## config.mk

```make
export PLATFORM = sky130hd
export DESIGN_NAME = atmos_light_topk_flat
export DESIGN_NICKNAME = d
export VERILOG_FILES = /design/src/rtl/atmos_light_topk_if.sv /design/src/rtl/atmos_light_topk.sv /design/src/flat_wrapper.sv
export SDC_FILE = /design/constraint.sdc
export NUM_CORES = 1
export LEC_CHECK = 0
export BUFFER_PORTS_ARGS = -buffer_cell sky130_fd_sc_hd__buf_2
export CORE_MARGIN = 2
export CORE_UTILIZATION = 41
export CTS_BUF_LIST = sky130_fd_sc_hd__clkbuf_16
export CTS_CLUSTER_SIZE = 28
export DETAILED_ROUTE_END_ITERATION = 7
export PLACE_DENSITY_LB_ADDON = 0.3
export SYNTH_ARGS = -nofsm -noshare
export SYNTH_HDL_FRONTEND = slang
export SYNTH_SLANG_ARGS = --single-unit
```

## constraint.sdc

```tcl
create_clock -name clk -period 11 [get_ports clk]
set_input_delay 0 -clock clk [delete_from_list [all_inputs] [get_ports clk]]
set_output_delay 0 -clock clk [all_outputs]
set_load 0.02 [all_outputs]
```

## src/rtl/atmos_light_topk_if.sv

```systemverilog
// Pixel-stream interface for atmos_light_topk: incoming frame stream plus the
// delayed sync signals and atmospheric-light estimate going out.
interface atmos_light_topk_if #(
  parameter int DW = 8
);
  // Streaming, no backpressure: a pixel transfers on any cycle where
  // pre_frame_vsync, pre_frame_href and pre_frame_clken are all high; the sink
  // is always ready. post_done / post_overrun are single-cycle strobes.
  logic              pre_frame_vsync;
  logic              pre_frame_href;
  logic              pre_frame_clken;
  logic [3*DW-1:0]   pre_img;
  logic [DW-1:0]     pre_key;

  logic              post_frame_vsync;
  logic              post_frame_href;
  logic              post_frame_clken;
  logic [DW-1:0]     post_a_r;
  logic [DW-1:0]     post_a_g;
  logic [DW-1:0]     post_a_b;
  logic              post_done;
  logic              post_overrun;

  modport master (
    output pre_frame_vsync, pre_frame_href, pre_frame_clken, pre_img, pre_key,
    input  post_frame_vsync, post_frame_href, post_frame_clken,
    input  post_a_r, post_a_g, post_a_b, post_done, post_overrun
  );

  modport slave (
    input  pre_frame_vsync, pre_frame_href, pre_frame_clken, pre_img, pre_key,
    output post_frame_vsync, post_frame_href, post_frame_clken,
    output post_a_r, post_a_g, post_a_b, post_done, post_overrun
  );
endinterface

```

## src/rtl/atmos_light_topk.sv

```systemverilog
// Atmospheric light estimator: keeps the K brightest-key pixels of a frame and
// averages them after vsync falls. Optional ATMOS_LIGHT_SMOOTH_EN blends each new
// estimate with the previous one as (3*prev + new) >> 2.
module atmos_light_topk #(
  parameter int DW     = 8,
  parameter int K      = 8,
  parameter int A_INIT = 230
) (
  input  logic                clk,
  input  logic                rst_n,
  atmos_light_topk_if.slave   bus,
  output logic [1:0]          dbg_state
);
  localparam int LK = $clog2(K);
  localparam int IW = (LK > 0) ? LK : 1;
  localparam int CW = $clog2(K + 1);
  localparam int AW = DW + LK;

  typedef enum logic [1:0] {S_IDLE, S_COLLECT, S_SUM, S_LOAD} state_t;
  state_t state, state_nx;

  logic            vsync_d1;
  logic            vs_rise, vs_fall, pix_valid, ins_en, abort;
  logic [DW-1:0]   t_key [K];
  logic [3*DW-1:0] t_pix [K];
  logic [CW-1:0]   count;
  logic [DW-1:0]   kb [K];
  logic [3*DW-1:0] pb [K];
  logic            ins [K];
  logic [DW-1:0]   t_key_nx [K];
  logic [3*DW-1:0] t_pix_nx [K];
  logic [CW-1:0]   cnt_base, count_nx;
  logic [IW-1:0]   sum_idx;
  logic [AW-1:0]   acc_r, acc_g, acc_b;
  logic [DW-1:0]   new_r, new_g, new_b, ld_r, ld_g, ld_b;

  assign vs_rise   = bus.pre_frame_vsync & ~vsync_d1;
  assign vs_fall   = vsync_d1 & ~bus.pre_frame_vsync;
  assign pix_valid = bus.pre_frame_vsync & bus.pre_frame_href & bus.pre_frame_clken;
  assign ins_en    = pix_valid & ((state == S_COLLECT) | vs_rise);
  assign dbg_state = state;

  always_comb begin
    state_nx = state;
    abort    = 1'b0;
    case (state)
      S_IDLE:    if (vs_rise) state_nx = S_COLLECT;
      S_COLLECT: if (vs_fall) state_nx = S_SUM;
      S_SUM: begin
        if (vs_rise) begin
          state_nx = S_COLLECT;
          abort    = 1'b1;
        end else if (sum_idx == IW'(K - 1)) begin
          state_nx = S_LOAD;
        end
      end
      S_LOAD:    state_nx = vs_rise ? S_COLLECT : S_IDLE;
      default:   state_nx = S_IDLE;
    endcase
  end

  // A vsync rise starts from an empty table, so a pixel on that same cycle is kept.
  always_comb begin
    cnt_base = vs_rise ? '0 : count;
    for (int i = 0; i < K; i++) begin
      kb[i]       = vs_rise ? '0 : t_key[i];
      pb[i]       = vs_rise ? '0 : t_pix[i];
      ins[i]      = (CW'(i) >= cnt_base) || (bus.pre_key > kb[i]);
      t_key_nx[i] = kb[i];
      t_pix_nx[i] = pb[i];
    end
    count_nx = cnt_base;
    if (ins_en) begin
      if (ins[0]) begin
        t_key_nx[0] = bus.pre_key;
        t_pix_nx[0] = bus.pre_img;
      end
      for (int i = 1; i < K; i++) begin
        if (ins[i] && ins[i-1]) begin
          t_key_nx[i] = kb[i-1];
          t_pix_nx[i] = pb[i-1];
        end else if (ins[i]) begin
          t_key_nx[i] = bus.pre_key;
          t_pix_nx[i] = bus.pre_img;
        end
      end
      if (cnt_base != CW'(K)) count_nx = cnt_base + 1'b1;
    end
  end

`ifdef ATMOS_LIGHT_SMOOTH_EN
  function automatic logic [DW-1:0] smooth(input logic [DW-1:0] prev, input logic [DW-1:0] nw);
    logic [DW+1:0] s;
    s = ({2'b00, prev} << 1) + {2'b00, prev} + {2'b00, nw};
    return DW'(s >> 2);
  endfunction
`endif

  always_comb begin
    if (count == CW'(K)) begin
      new_r = DW'(acc_r >> LK);
      new_g = DW'(acc_g >> LK);
      new_b = DW'(acc_b >> LK);
    end else begin
      new_r = t_pix[0][3*DW-1:2*DW];
      new_g = t_pix[0][2*DW-1:DW];
      new_b = t_pix[0][DW-1:0];
    end
`ifdef ATMOS_LIGHT_SMOOTH_EN
    ld_r = smooth(bus.post_a_r, new_r);
    ld_g = smooth(bus.post_a_g, new_g);
    ld_b = smooth(bus.post_a_b, new_b);
`else
    ld_r = new_r;
    ld_g = new_g;
    ld_b = new_b;
`endif
  end

  always_ff @(posedge clk) begin
    if (!rst_n) begin
      state                <= S_IDLE;
      // Held high so vsync already high at reset release is not mistaken for a rise.
      vsync_d1             <= 1'b1;
      bus.post_frame_vsync <= 1'b0;
      bus.post_frame_href  <= 1'b0;
      bus.post_frame_clken <= 1'b0;
      bus.post_a_r         <= DW'(A_INIT);
      bus.post_a_g         <= DW'(A_INIT);
      bus.post_a_b         <= DW'(A_INIT);
      bus.post_done        <= 1'b0;
      bus.post_overrun     <= 1'b0;
      count                <= '0;
      sum_idx              <= '0;
      acc_r                <= '0;
      acc_g                <= '0;
      acc_b                <= '0;
      for (int i = 0; i < K; i++) begin
        t_key[i] <= '0;
        t_pix[i] <= '0;
      end
    end else begin
      state                <= state_nx;
      vsync_d1             <= bus.pre_frame_vsync;
      bus.post_frame_vsync <= bus.pre_frame_vsync;
      bus.post_frame_href  <= bus.pre_frame_href;
      bus.post_frame_clken <= bus.pre_frame_clken;
      bus.post_done        <= 1'b0;
      bus.post_overrun     <= abort;
      count                <= count_nx;
      for (int i = 0; i < K; i++) begin
        t_key[i] <= t_key_nx[i];
        t_pix[i] <= t_pix_nx[i];
      end
      if (state == S_COLLECT && vs_fall) begin
        acc_r   <= '0;
        acc_g   <= '0;
        acc_b   <= '0;
        sum_idx <= '0;
      end else if (state == S_SUM && !vs_rise) begin
        acc_r <= acc_r + AW'(t_pix[sum_idx][3*DW-1:2*DW]);
        acc_g <= acc_g + AW'(t_pix[sum_idx][2*DW-1:DW]);
        acc_b <= acc_b + AW'(t_pix[sum_idx][DW-1:0]);
        if (sum_idx != IW'(K - 1)) sum_idx <= sum_idx + 1'b1;
      end
      if (state == S_LOAD) begin
        bus.post_done <= 1'b1;
        if (count != '0) begin
          bus.post_a_r <= ld_r;
          bus.post_a_g <= ld_g;
          bus.post_a_b <= ld_b;
        end
      end
    end
  end
endmodule

```

## src/flat_wrapper.sv

```systemverilog
// flat-port wrapper written by rule: the top's interface ports become plain ports
module atmos_light_topk_flat 
#(
  parameter int DW     = 8,
  parameter int K      = 8,
  parameter int A_INIT = 230
)
  (clk, rst_n, dbg_state, bus_pre_frame_vsync, bus_pre_frame_href, bus_pre_frame_clken, bus_pre_img, bus_pre_key, bus_post_frame_vsync, bus_post_frame_href, bus_post_frame_clken, bus_post_a_r, bus_post_a_g, bus_post_a_b, bus_post_done, bus_post_overrun);
  atmos_light_topk_if #(.DW(DW)) bus_i ();
  input  logic clk;
  input  logic rst_n;
  output logic [1:0] dbg_state;
  input wire logic [$bits(bus_i.pre_frame_vsync)-1:0] bus_pre_frame_vsync;
  input wire logic [$bits(bus_i.pre_frame_href)-1:0] bus_pre_frame_href;
  input wire logic [$bits(bus_i.pre_frame_clken)-1:0] bus_pre_frame_clken;
  input wire logic [$bits(bus_i.pre_img)-1:0] bus_pre_img;
  input wire logic [$bits(bus_i.pre_key)-1:0] bus_pre_key;
  output wire logic [$bits(bus_i.post_frame_vsync)-1:0] bus_post_frame_vsync;
  output wire logic [$bits(bus_i.post_frame_href)-1:0] bus_post_frame_href;
  output wire logic [$bits(bus_i.post_frame_clken)-1:0] bus_post_frame_clken;
  output wire logic [$bits(bus_i.post_a_r)-1:0] bus_post_a_r;
  output wire logic [$bits(bus_i.post_a_g)-1:0] bus_post_a_g;
  output wire logic [$bits(bus_i.post_a_b)-1:0] bus_post_a_b;
  output wire logic [$bits(bus_i.post_done)-1:0] bus_post_done;
  output wire logic [$bits(bus_i.post_overrun)-1:0] bus_post_overrun;
  assign bus_i.pre_frame_vsync = bus_pre_frame_vsync;
  assign bus_i.pre_frame_href = bus_pre_frame_href;
  assign bus_i.pre_frame_clken = bus_pre_frame_clken;
  assign bus_i.pre_img = bus_pre_img;
  assign bus_i.pre_key = bus_pre_key;
  assign bus_post_frame_vsync = bus_i.post_frame_vsync;
  assign bus_post_frame_href = bus_i.post_frame_href;
  assign bus_post_frame_clken = bus_i.post_frame_clken;
  assign bus_post_a_r = bus_i.post_a_r;
  assign bus_post_a_g = bus_i.post_a_g;
  assign bus_post_a_b = bus_i.post_a_b;
  assign bus_post_done = bus_i.post_done;
  assign bus_post_overrun = bus_i.post_overrun;
  atmos_light_topk #(.DW(DW), .K(K), .A_INIT(A_INIT)) u_core (.clk(clk), .rst_n(rst_n), .bus(bus_i), .dbg_state(dbg_state));
endmodule
```

==> reports/results.txt, run 1 <==
Largest net degree at the start of global routing: 87
Status: complete, no violations
Hold EP: u_core.t_pix[0][6]$_SDFF_PN0_
CTS tree: done
R2r startpoint: u_core.vsync_d1$_SDFF_PN1_
Yosys warns: 0
Setup CP Type: flip-flop to flip-flop
R2r setup slk: 5.77 ns
Highest Clock Rate: 0.1912 GHz
Arrival time of the worst setup path: 5.66 ns
Unique masters post-synth: 73
Routed Antenna Nets: 0
Sink Count: 331
Post-synthesis sequential area ratio: 33.95%
#FFs+latches synth: 331
Hold path cells: 4
Grt met2 use: 39.86%
Synthesized area: 19520 µm²
Layout Nets: 2285
DIE WIDTH: 222.2 µm
Number of vias per cell: 6.324
Pwr Density: 124.2 nW/µm²
Core box area: 46750 µm²
Async set-reset flop share out of synthesis: 0%
Total CTS buffers: 39
Die ar.: 49360 µm²
Initial Utilization: 41.74%
Routed length per instance: 22.44 µm
DR pass1 iterations: 5
Tcrit/Tclk final: 47.54%
Drt drc: 0
Area leader, netlist: dfxtp_1
Sum Neg Setup Slack: 0 ns
Max Root-Sink Buffers: 3
Mapped Nets: 2325
Min Clock Period, post-route: 5.229 ns
Number of core rows: 79
Worst setup EP type: flip-flop
Ports: 68
Worst-Margin Slew: 1.367 ns
First-pass GRT wire length: 98160 µm
Most frequent cell after synthesis: dfxtp_1
Max Cap Viol: 0
Hold_sp: bus_pre_img[6]
Die H: 222.2 µm
Unrepaired setup endpoints after global routing: false
Layout cells sized above 1: 11.99%
DP HPWL: 39050 µm
Top_reg_cell synth: dfxtp_1
Area Growth Syn to Fin: 9.578%
Gp weighted congestion: 0.8299
Initial antenna violation count: 2
Root Buffer Master: clkbuf_16
Vias: 17613
Worst R2R End: u_core.t_pix[3][22]$_SDFF_PN0_
Met1 usage: 32.76%
Leakage power: 8.097 nW
Top cells by area, synth: dfxtp_1 34%, mux2i_1 7.3%, ha_1 6.0%, mux4_2 5.5%, nand2_1 5.4%
Worst Hold Class: input port to flip-flop
R2R depth: 11
Worst-path fanout max: 59
Routed wire length: 62490 µm
Finish-stage setup viols: 0
Final hold slack: 0.3437 ns
WP data required: 11.43 ns
Clk slew on worst S/H paths: 0.06 ns
Top post-synthesis cells by count: 331 x dfxtp_1, 281 x nand2_1, 162 x a21oi_1
H-Tree Depth: 2
Final total power: 2.656 mW
Largest vdd supply drop: 0.0001118 V
Slew HR: 8.844%
Total GRT Usage: 24.76%
Startpoint Class: flip-flop
CP startpoint: u_core.vsync_d1$_SDFF_PN1_
Yosys top cell area share: 33.95%
Avg Inst Size Synth: 8.907 µm²
Number of synthesized flops with an enable pin: 0
Gate Count Post-Synth: 2191
GRT overflow: 0
Vias in the first global route: 17130
Clk_skew: 0.02807 ns
Final Hold Fails: 0
Met3 GRT Util: 5.462%
Initial DRC Count: 1954
Pins over their slew limit: 0
GRT busiest layer: met2
IO Port Bufs: 67
Clock Latency Late Sink: 0.56 ns
==> metrics by stage <==
step / utilization [%] / std cells / area (µm²) / setup slack, ns
after global placement: 42.38 / 2680 / 19810 / 6.109
after global routing: 45.74 / 2785 / 21390 / 5.535
after floorplan: - / 2191 / 19520 / 7.454
after CTS: 45.70 / 2784 / 21370 / 5.851
after detailed placement: 42.38 / 2680 / 19810 / 5.867
final: 45.74 / 2785 / 21390 / 5.771
==> critical path, stage by stage, from the launching register on <==
cell and delay, ns:
dfxtp_1 0.46, or2b_4 0.67, buf_4 0.62, nand2_1 0.21, ha_1 0.33, nand3_1 0.11, nor2_1 0.06, a32oi_1 0.36
a21o_2 0.20, buf_4 0.54, nand2_1 0.95, a32oi_1 0.48
==> sequential cells by signal (all words and copies together) (netlist names), 3 cells and up, named ones only <==
| signal | flops |
|---|---|
| u_core.count | 4 |
| u_core.acc_b | 11 |
| u_core.sum_idx | 3 |
| u_core.acc_g | 11 |
| u_core.t_pix | 192 |
| u_core.t_key | 64 |
| u_core.acc_r | 11 |
| u_core.bus.post_a_g | 8 |
| u_core.bus.post_a_b | 8 |
| u_core.bus.post_a_r | 8 |
==> repair_timing <==
item,CTS,global route
buffers inserted,0,0
hold buffers,37,0
hold endpoints to repair,233,0
resized for setup,0,0
==> report_power, final <==
| group | switching [mW] | internal [mW] |
|---|---|---|
| sequential | 0.0113 | 1.21 |
| clock | 0.533 | 0.703 |
| combinational | 0.138 | 0.0612 |
==> area by class of cell <==
type / count / area, µm²
Antenna cell: 1 / 2.502
Clock inverter: 27 / 182.7
Timing Repair Buffer: 140 / 978.4
Inverter: 32 / 120.1
Clock buffer: 40 / 1001
Tap cell: 607 / 759.5
Multi-Input combinational cell: 1607 / 11710
Sequential cell: 331 / 6631
Fill cell: 4518 / 25370
==> worst max path at each step <==
stage / slack (ns) / cells after the start / endpoint
6_report: 5.77 / 11 / u_core.t_pix[3][22]$_SDFF_PN0_
5_1_grt: 5.53 / 11 / u_core.t_pix[3][22]$_SDFF_PN0_
4_1_cts: 5.85 / 11 / u_core.t_pix[3][22]$_SDFF_PN0_
3_5_place_dp: 5.87 / 11 / u_core.t_pix[3][17]$_SDFF_PN0_
3_3_place_gp: 6.11 / 11 / u_core.t_pix[3][10]$_SDFF_PN0_
2_1_floorplan: 7.45 / 12 / u_core.acc_r[8]$_SDFFE_PP0P_
==> cell families (layout without fill, tap and decap cells) <==
family,Yosys count,in the layout,share of synthesized area (%)
AO/OA/AOI/OAI,667,667,23.71
AND/OR/NAND/NOR,615,615,14.49
flip-flops,331,331,33.95
buffers and inverters,253,239,6.674
multiplexers,215,215,14.26
adder cells (fa/ha/maj),97,97,6.334
XOR/XNOR,13,13,0.5834
other,0,1,0
==> cell usage in the layout (no fill, tap or decap), types with 8 or more instances in the layout <==
cell,count
a221o_1,20
o211ai_1,48
dfxtp_1,329
a32oi_1,25
o31ai_1,52
o2bb2ai_1,56
mux2i_1,143
o21ai_0,107
dlygate4sd3_1,37
buf_2,66
a21oi_1,160
o311a_1,15
a211oi_1,40
inv_1,41
nor2b_1,8
clkinv_1,8
nor3_1,10
a31oi_1,29
o211a_1,8
xnor2_1,11
nor2_1,76
nand4_1,12
mux2_2,24
and2_1,64
ha_1,94
a311oi_1,12
o2111ai_1,27
clkbuf_16,40
a21o_1,22
nand3_1,118
mux4_2,48
buf_4,37
nand2_1,281
==> metal layers <==
| layer | wire [µm] | vias to the layer above |
|---|---|---|
| met1 | 27350 | 8650 |
| met5 | 9 | - |
| li1 | - | 8100 |
| met3 | 5040 | 129 |
| met2 | 28310 | 732 |
| met4 | 1782 | 2 |
No activity file was read; power rests on OpenSTA's default activity.
==> run 2, diff against run 1 <==
- clock period: 11 -> 4.7 ns (I/O delays scaled with it)
==> run 2 against run 1 <==
Count of clock-buffer cells in the layout down 1. Setup slack worse by 4.8 ns. Critical endpoint is now u_core.t_pix[2][20]$_SDFF_PN0_. Highest routed layer unchanged. Combinational power up 140%. Non-clock buffer count up 25. Routed wire length up 3.2%. Total power up 140%. Sequential share of layout area down 0.37 points.
==> reports/results.txt, run 2 (same netlist as run 1, synthesis figures left out) <==
Slew HR: 18.77% (+9.9 points)
Gp weighted congestion: 0.8809 (+6.1%)
Routed wire length: 64480 µm (+3.2%)
Leakage power: 8.253 nW (+1.9%)
Placed cell area: 20040 µm² (+1.2%)
Clk_skew: 0.03157 ns (+0.003498 ns)
Max FFs per register: 192 (unchanged)
Worst Hold Class: input port to flip-flop
Reg area: 6631 µm² (unchanged)
Layout Nets: 2309 (+1.1%)
Initial Utilization: 41.74% (unchanged)
Startpoint Class: flip-flop
Routed length per instance: 22.95 µm (+2.3%)
Worst-Margin Slew: 1.218 ns (-0.1489 ns)
Largest reg by FF count: u_core.t_pix
Die ar.: 49360 µm² (unchanged)
Sink Count: 331 (unchanged)
Core box area: 46750 µm² (unchanged)
Leading registers by flop count: u_core.t_pix: 192 flops, u_core.t_key: 64 flops
Switching power: 1.609 mW (+140%)
Vias in the first global route: 17463 (+1.9%)
Sequential fraction of design power: 45.3% (-0.7 points)
Routed Antenna Nets: 0 (unchanged)
Crit-path most repeated cell: nand3_1
Initial DRC Count: 1995 (+2.1%)
Final Hold Fails: 0 (unchanged)
Layout cells sized above 1: 12.90% (+0.91 points)
Arrival time of the worst setup path: 4.24 ns (-1.42 ns)
Initial antenna violation count: 2 (unchanged)
CTS tree: done
Slowest stage cell, crit path: and2_2
Number of vias per cell: 6.333 (+0.15%)
Unrepaired setup endpoints after global routing: false
Worst-path fanout max: 61 (+3.4%)
Root Buffer Master: clkbuf_16
Setup CP Type: flip-flop to flip-flop
Ports: 68 (unchanged)
Min Clock Period, post-route: 3.773 ns (-1.456 ns)
Die H: 222.2 µm (unchanged)
Internal power consumption: 4.703 mW (+140%)
Number of core rows: 79 (unchanged)
DP HPWL: 40790 µm (+4.4%)
Largest net degree at the start of global routing: 69 (-21%)
Design Area, Final: 21640 µm² (+1.2%)
First-pass GRT wire length: 100700 µm (+2.6%)
Pins over their slew limit: 0 (unchanged)
Finish-stage setup viols: 0 (unchanged)
Clk pwr share: 47.2% (+0.7 points)
Status: complete, no violations
Largest vdd supply drop: 0.0001936 V (+73%)
Crit path max-delay family: simple AND/OR/NAND/NOR gates
Most frequent cells in the layout: 329 x dfxtp_1, 281 x nand2_1, 160 x a21oi_1
FILL cells: 4458 (-1.3%)
Logic gate share of total power: 7.6% (about the same)
Clk slew on worst S/H paths: 0.06 ns (about the same)
Drt drc: 0 (unchanged)
H-Tree Depth: 2 (unchanged)
Commonest non-fill, non-tap cell in the layout: dfxtp_1
Area of the multi-input gates: 11690 µm² (-0.14%)
Tcrit/Tclk final: 80.28% (+33 points)
WP data required: 5.16 ns (-6.27 ns)
Max incr delay on CP: 0.65 ns (-0.30 ns)
Vias: 17797 (+1.0%)
DIE WIDTH: 222.2 µm (unchanged)
Clock Latency Late Sink: 0.58 ns (+0.02 ns)
Max Cap Viol: 0 (unchanged)
Switching share of power: 25.49% (-0.17 points)
Total CTS buffers: 38 (-2.6%)
Worst path cell trace: or2b_4 -> buf_4 -> nand2_1 -> ha_1 -> nand3_1 -> or3_4 -> nand3_1 -> and2_2 -> buf_12 -> mux2i_1 -> o2bb2ai_1
DR pass1 iterations: 5 (unchanged)
Pwr Density: 291.7 nW/µm² (+130%)
GRT overflow: 0 (unchanged)
IO Port Bufs: 67 (unchanged)
Area Growth Syn to Fin: 10.89%
Max Root-Sink Buffers: 3 (unchanged)
Worst setup EP type: flip-flop
CP Buf/Inv Count: 2 (unchanged)
Total GRT Usage: 25.57% (+0.81 points)
Post-CTS Resized: 0 (unchanged)
Sum Neg Setup Slack: 0 ns (unchanged)
Highest Clock Rate: 0.2650 GHz (+39%)
==> run 2: worst paths after layout <==
path	startpoint	to	slack [ns]	cells after the start
min	bus_pre_img[23]	u_core.t_pix[0][23]$_SDFF_PN0_	0.32	4
max	u_core.vsync_d1$_SDFF_PN1_	u_core.t_pix[2][20]$_SDFF_PN0_	0.93	11
max reg2reg	u_core.vsync_d1$_SDFF_PN1_	u_core.t_pix[2][20]$_SDFF_PN0_	0.93	11
min reg2reg	u_core.t_key[0][61]$_SDFF_PN0_	u_core.t_key[0][61]$_SDFF_PN0_	0.46	1
==> run 2: per-stage QoR <==
| stage | util (%) | setup slack, ns | power [mW] | cells | hold slack, ns |
|---|---|---|---|---|---|
| finish | 46.29 | 0.9270 | 6.313 | 2810 | 0.3215 |
| global route | 46.29 | 0.7720 | 6.500 | 2810 | 0.3471 |
| CTS | 46.28 | 0.9834 | 6.343 | 2809 | 0.3050 |
| detailed placement | 42.87 | 0.9915 | 3.360 | 2704 | 0.2259 |
| global placement | 42.87 | 1.148 | 3.348 | 2704 | 0.2246 |
| floorplan | - | 1.154 | 3.202 | 2191 | 0.1090 |
==> run 2: cell type report <==
class                   instances  area share (%)
repair buffers                165           5.631
inverters                      32          0.5550
flip-flops and latches        331           30.64
well taps                     607           3.509
clock buffers                  39           4.510
clock inverters                28           1.104
multi-input cells            1607           54.04
diodes                          1         0.01156
==> run 2: what timing repair did <==
action,in CTS,in global routing
setup buffers,0,0
hold buffers,38,0
endpoints found under the hold margin,239,0
setup endpoints to repair,0,0
==> run 2: worst register-to-register path, delay by kind of cell (launching register included) <==
kind	cells	cell delay, ns
adders and majority gates	1	0.30
buffers and inverters	2	0.57
AOI/OAI and AO/OA	1	0.09
DFF	1	0.33
muxes	1	0.23
and+or+nand+nor	6	2.18
==> run 2: power groups by stage <==
stage	Combinational (mW)	Clock [mW]	Sequential [mW]
after floorplan	0.296	0	2.91
after global routing	0.514	3.13	2.86
after detailed placement	0.441	0	2.92
after CTS	0.468	3.02	2.86
final	0.478	2.98	2.86
after global placement	0.430	0	2.92
==> run 2: per-layer routing <==
metal  global-route usage [%]  share of wire, %
met1                    34.63                44
met2                    41.03                45
met3                    4.364               8.5
met4                    9.067               2.8
met5                        0             0.017
==> run 3, diff against run 2 <==
- clock period: 4.7 -> 3.75 ns (I/O delays scaled with it)
==> run 3 against run 2 <==
Sequential share of layout area fell by 0.18 points. Flip-flop and latch count did not move. Routed wire length down 1.7%. Clock power increased by 21%. Critical path type unchanged. Largest power group unchanged.
==> reports/results.txt, run 3 (same netlist as run 1, synthesis figures left out) <==
Status: complete, no violations
Area of the multi-input gates: 11690 µm² (unchanged)
Crit path max-delay family: compound AO/OA/AOI/OAI gates
Gp weighted congestion: 0.8628 (-2.1%)
Pins over their slew limit: 0 (unchanged)
Layout cells sized above 1: 13.63% (+0.73 points)
Initial DRC Count: 1968 (-1.4%)
Hold path cells: 3 (-1)
Area Growth Syn to Fin: 11.55%
Vias in the first global route: 17449 (-0.080%)
Commonest non-fill, non-tap cell in the layout: dfxtp_1
Routed length per instance: 22.44 µm (-2.2%)
Max Root-Sink Buffers: 3 (unchanged)
Total CTS buffers: 39 (+2.6%)
Worst path cell trace: buf_4 -> mux4_2 -> mux2_2 -> fa_1 -> a21o_1 -> a21oi_1 -> o21ai_0 -> o211a_1 -> or4_1 -> nand3_1
FILL cells: 4446 (-0.27%)
Dpl ws: 0.3737 ns (-0.6177 ns)
Startpoint Class: flip-flop
Highest Clock Rate: 0.2907 GHz (+9.7%)
DR pass1 iterations: 6 (+1)
Drt drc: 0 (unchanged)
First-pass GRT wire length: 99640 µm (-1.0%)
H-Tree Depth: 2 (unchanged)
Layout Nets: 2323 (+0.61%)
Post-CTS setup repair buffer count: 0 (unchanged)
Unrepaired setup endpoints after global routing: false
Leading registers by flop count: u_core.t_pix: 192 flops, u_core.t_key: 64 flops
Clock Latency Late Sink: 0.57 ns (about the same)
Max FFs per register: 192 (unchanged)
Die H: 222.2 µm (unchanged)
GRT overflow: 0 (unchanged)
CP Buf/Inv Count: 1 (-1)
Final worst slack: 0.3099 ns (-0.6171 ns)
Clk pwr share: 46.3% (-0.9 points)
Largest vdd supply drop: 0.0003280 V (+69%)
Internal power consumption: 5.773 mW (+23%)
Ports: 68 (unchanged)
CTS tree: done
Worst-path fanout max: 15 (-75%)
Reg area: 6631 µm² (unchanged)
Largest reg by FF count: u_core.t_pix
Root Buffer Master: clkbuf_16
Core box area: 46750 µm² (unchanged)
Pwr Density: 358.0 nW/µm² (+23%)
Clk slew on worst S/H paths: 0.06 ns (about the same)
Leakage power: 8.316 nW (+0.77%)
Number of core rows: 79 (unchanged)
Worst R2R End: u_core.acc_r[8]$_SDFFE_PP0P_
IO Port Bufs: 67 (unchanged)
Routed wire length: 63390 µm (-1.7%)
Tcrit/Tclk final: 91.74% (+11 points)
DIE WIDTH: 222.2 µm (unchanged)
Worst setup EP type: flip-flop
Total GRT Usage: 25.19% (-0.38 points)
Final Hold Fails: 0 (unchanged)
Slowest stage cell, crit path: dfxtp_2
Post-CTS Resized: 0 (unchanged)
Min Clock Period, post-route: 3.440 ns (-0.3329 ns)
Most frequent cells in the layout: 329 x dfxtp_1, 281 x nand2_1, 160 x a21oi_1
Arrival time of the worst setup path: 3.95 ns (-0.29 ns)
Switching power: 2.020 mW (+26%)
Number of vias per cell: 6.302 (-0.50%)
Vias: 17803 (+0.034%)
Finish-stage setup viols: 0 (unchanged)
Max Cap Viol: 0 (unchanged)
Die ar.: 49360 µm² (unchanged)
Routed Antenna Nets: 0 (unchanged)
Sequential fraction of design power: 45.9% (+0.6 points)
DP HPWL: 41020 µm (+0.58%)
Hold EP: u_core.bus.post_frame_clken$_SDFF_PN0_
Sum Neg Setup Slack: 0 ns (unchanged)
WP data required: 4.26 ns (-0.90 ns)
Hold_sp: bus_pre_frame_clken
Clk_skew: 0.02185 ns (-0.009724 ns)
Slew HR: 19.45% (+0.68 points)
Max incr delay on CP: 0.62 ns (-0.03 ns)
R2R depth: 10 (-1)
Worst-Margin Slew: 1.208 ns (-0.01022 ns)
Initial antenna violation count: 5 (+3)
Setup CP Type: flip-flop to flip-flop
Initial Utilization: 41.74% (unchanged)
Logic gate share of total power: 7.7% (about the same)
Switching share of power: 25.92% (+0.43 points)
Largest net degree at the start of global routing: 94 (+36%)
R2r setup slk: 0.31 ns (-0.62 ns)
Worst Hold Class: input port to flip-flop
Sink Count: 331 (unchanged)
[run 3: timing repair]
action / CTS / global route
setup endpoints to repair: 0 / 0
endpoints found under the hold margin: 246 / 0
hold buffers: 36 / 0
[run 3: power groups by stage]
stage | registers [mW] | logic (mW) | clock network, mW
after global placement | 3.66 | 0.549 | 0
after floorplan | 3.64 | 0.371 | 0
after global routing | 3.58 | 0.652 | 3.80
final | 3.58 | 0.603 | 3.61
after CTS | 3.58 | 0.595 | 3.65
after detailed placement | 3.66 | 0.563 | 0
[run 3: area by class of cell]
type	instances	area share, %
Multi-Input combinational cell	1607	53.71
Sequential cell	331	30.46
Timing Repair Buffer	178	6.368
Clock buffer	39	4.483
Tap cell	607	3.489
Clock inverter	29	0.9138
Inverter	32	0.5517
Antenna cell	2	0.02299
[run 3: worst max path at each step]
| stage | depth (start not counted) | slack [ns] | endpoint |
|---|---|---|---|
| 6_report | 10 | 0.31 | u_core.acc_r[8]$_SDFFE_PP0P_ |
| 5_1_grt | 10 | 0.03 | u_core.acc_b[10]$_SDFFE_PP0P_ |
| 4_1_cts | 10 | 0.34 | u_core.acc_b[10]$_SDFFE_PP0P_ |
| 3_5_place_dp | 10 | 0.37 | u_core.acc_b[10]$_SDFFE_PP0P_ |
| 3_3_place_gp | 10 | 0.40 | u_core.acc_g[10]$_SDFFE_PP0P_ |
| 2_1_floorplan | 12 | 0.20 | u_core.acc_r[8]$_SDFFE_PP0P_ |
[run 3: stage by stage]
step	hold WS (ns)	std cells	power [mW]	instance area, µm²	util (%)
2_1_floorplan	0.1090	2191	4.013	19520	-
3_3_place_gp	0.3036	2719	4.204	20230	43.27
3_5_place_dp	0.3028	2719	4.219	20230	43.27
4_1_cts	0.2621	2823	7.822	21770	46.55
5_1_grt	0.3101	2825	8.038	21770	46.57
6_report	0.3041	2825	7.793	21770	46.57
[run 3: metal layers]
metal | wire [µm] | track usage (%) | vias to the layer above
met5 | 27 | 0 | -
met4 | 2348 | 10.37 | 6
met3 | 5116 | 5.713 | 171
met2 | 28500 | 39.68 | 756
met1 | 27390 | 33.29 | 8691
li1 | - | - | 8179
[run 3: worst reg2reg max path: stages, from the launching register on]
cell and delay [ns]:
dfxtp_2 0.62, buf_4 0.34, mux4_2 0.33, mux2_2 0.31
fa_1 0.41, a21o_1 0.20, a21oi_1 0.28, o21ai_0 0.14
o211a_1 0.17, or4_1 0.48, nand3_1 0.09
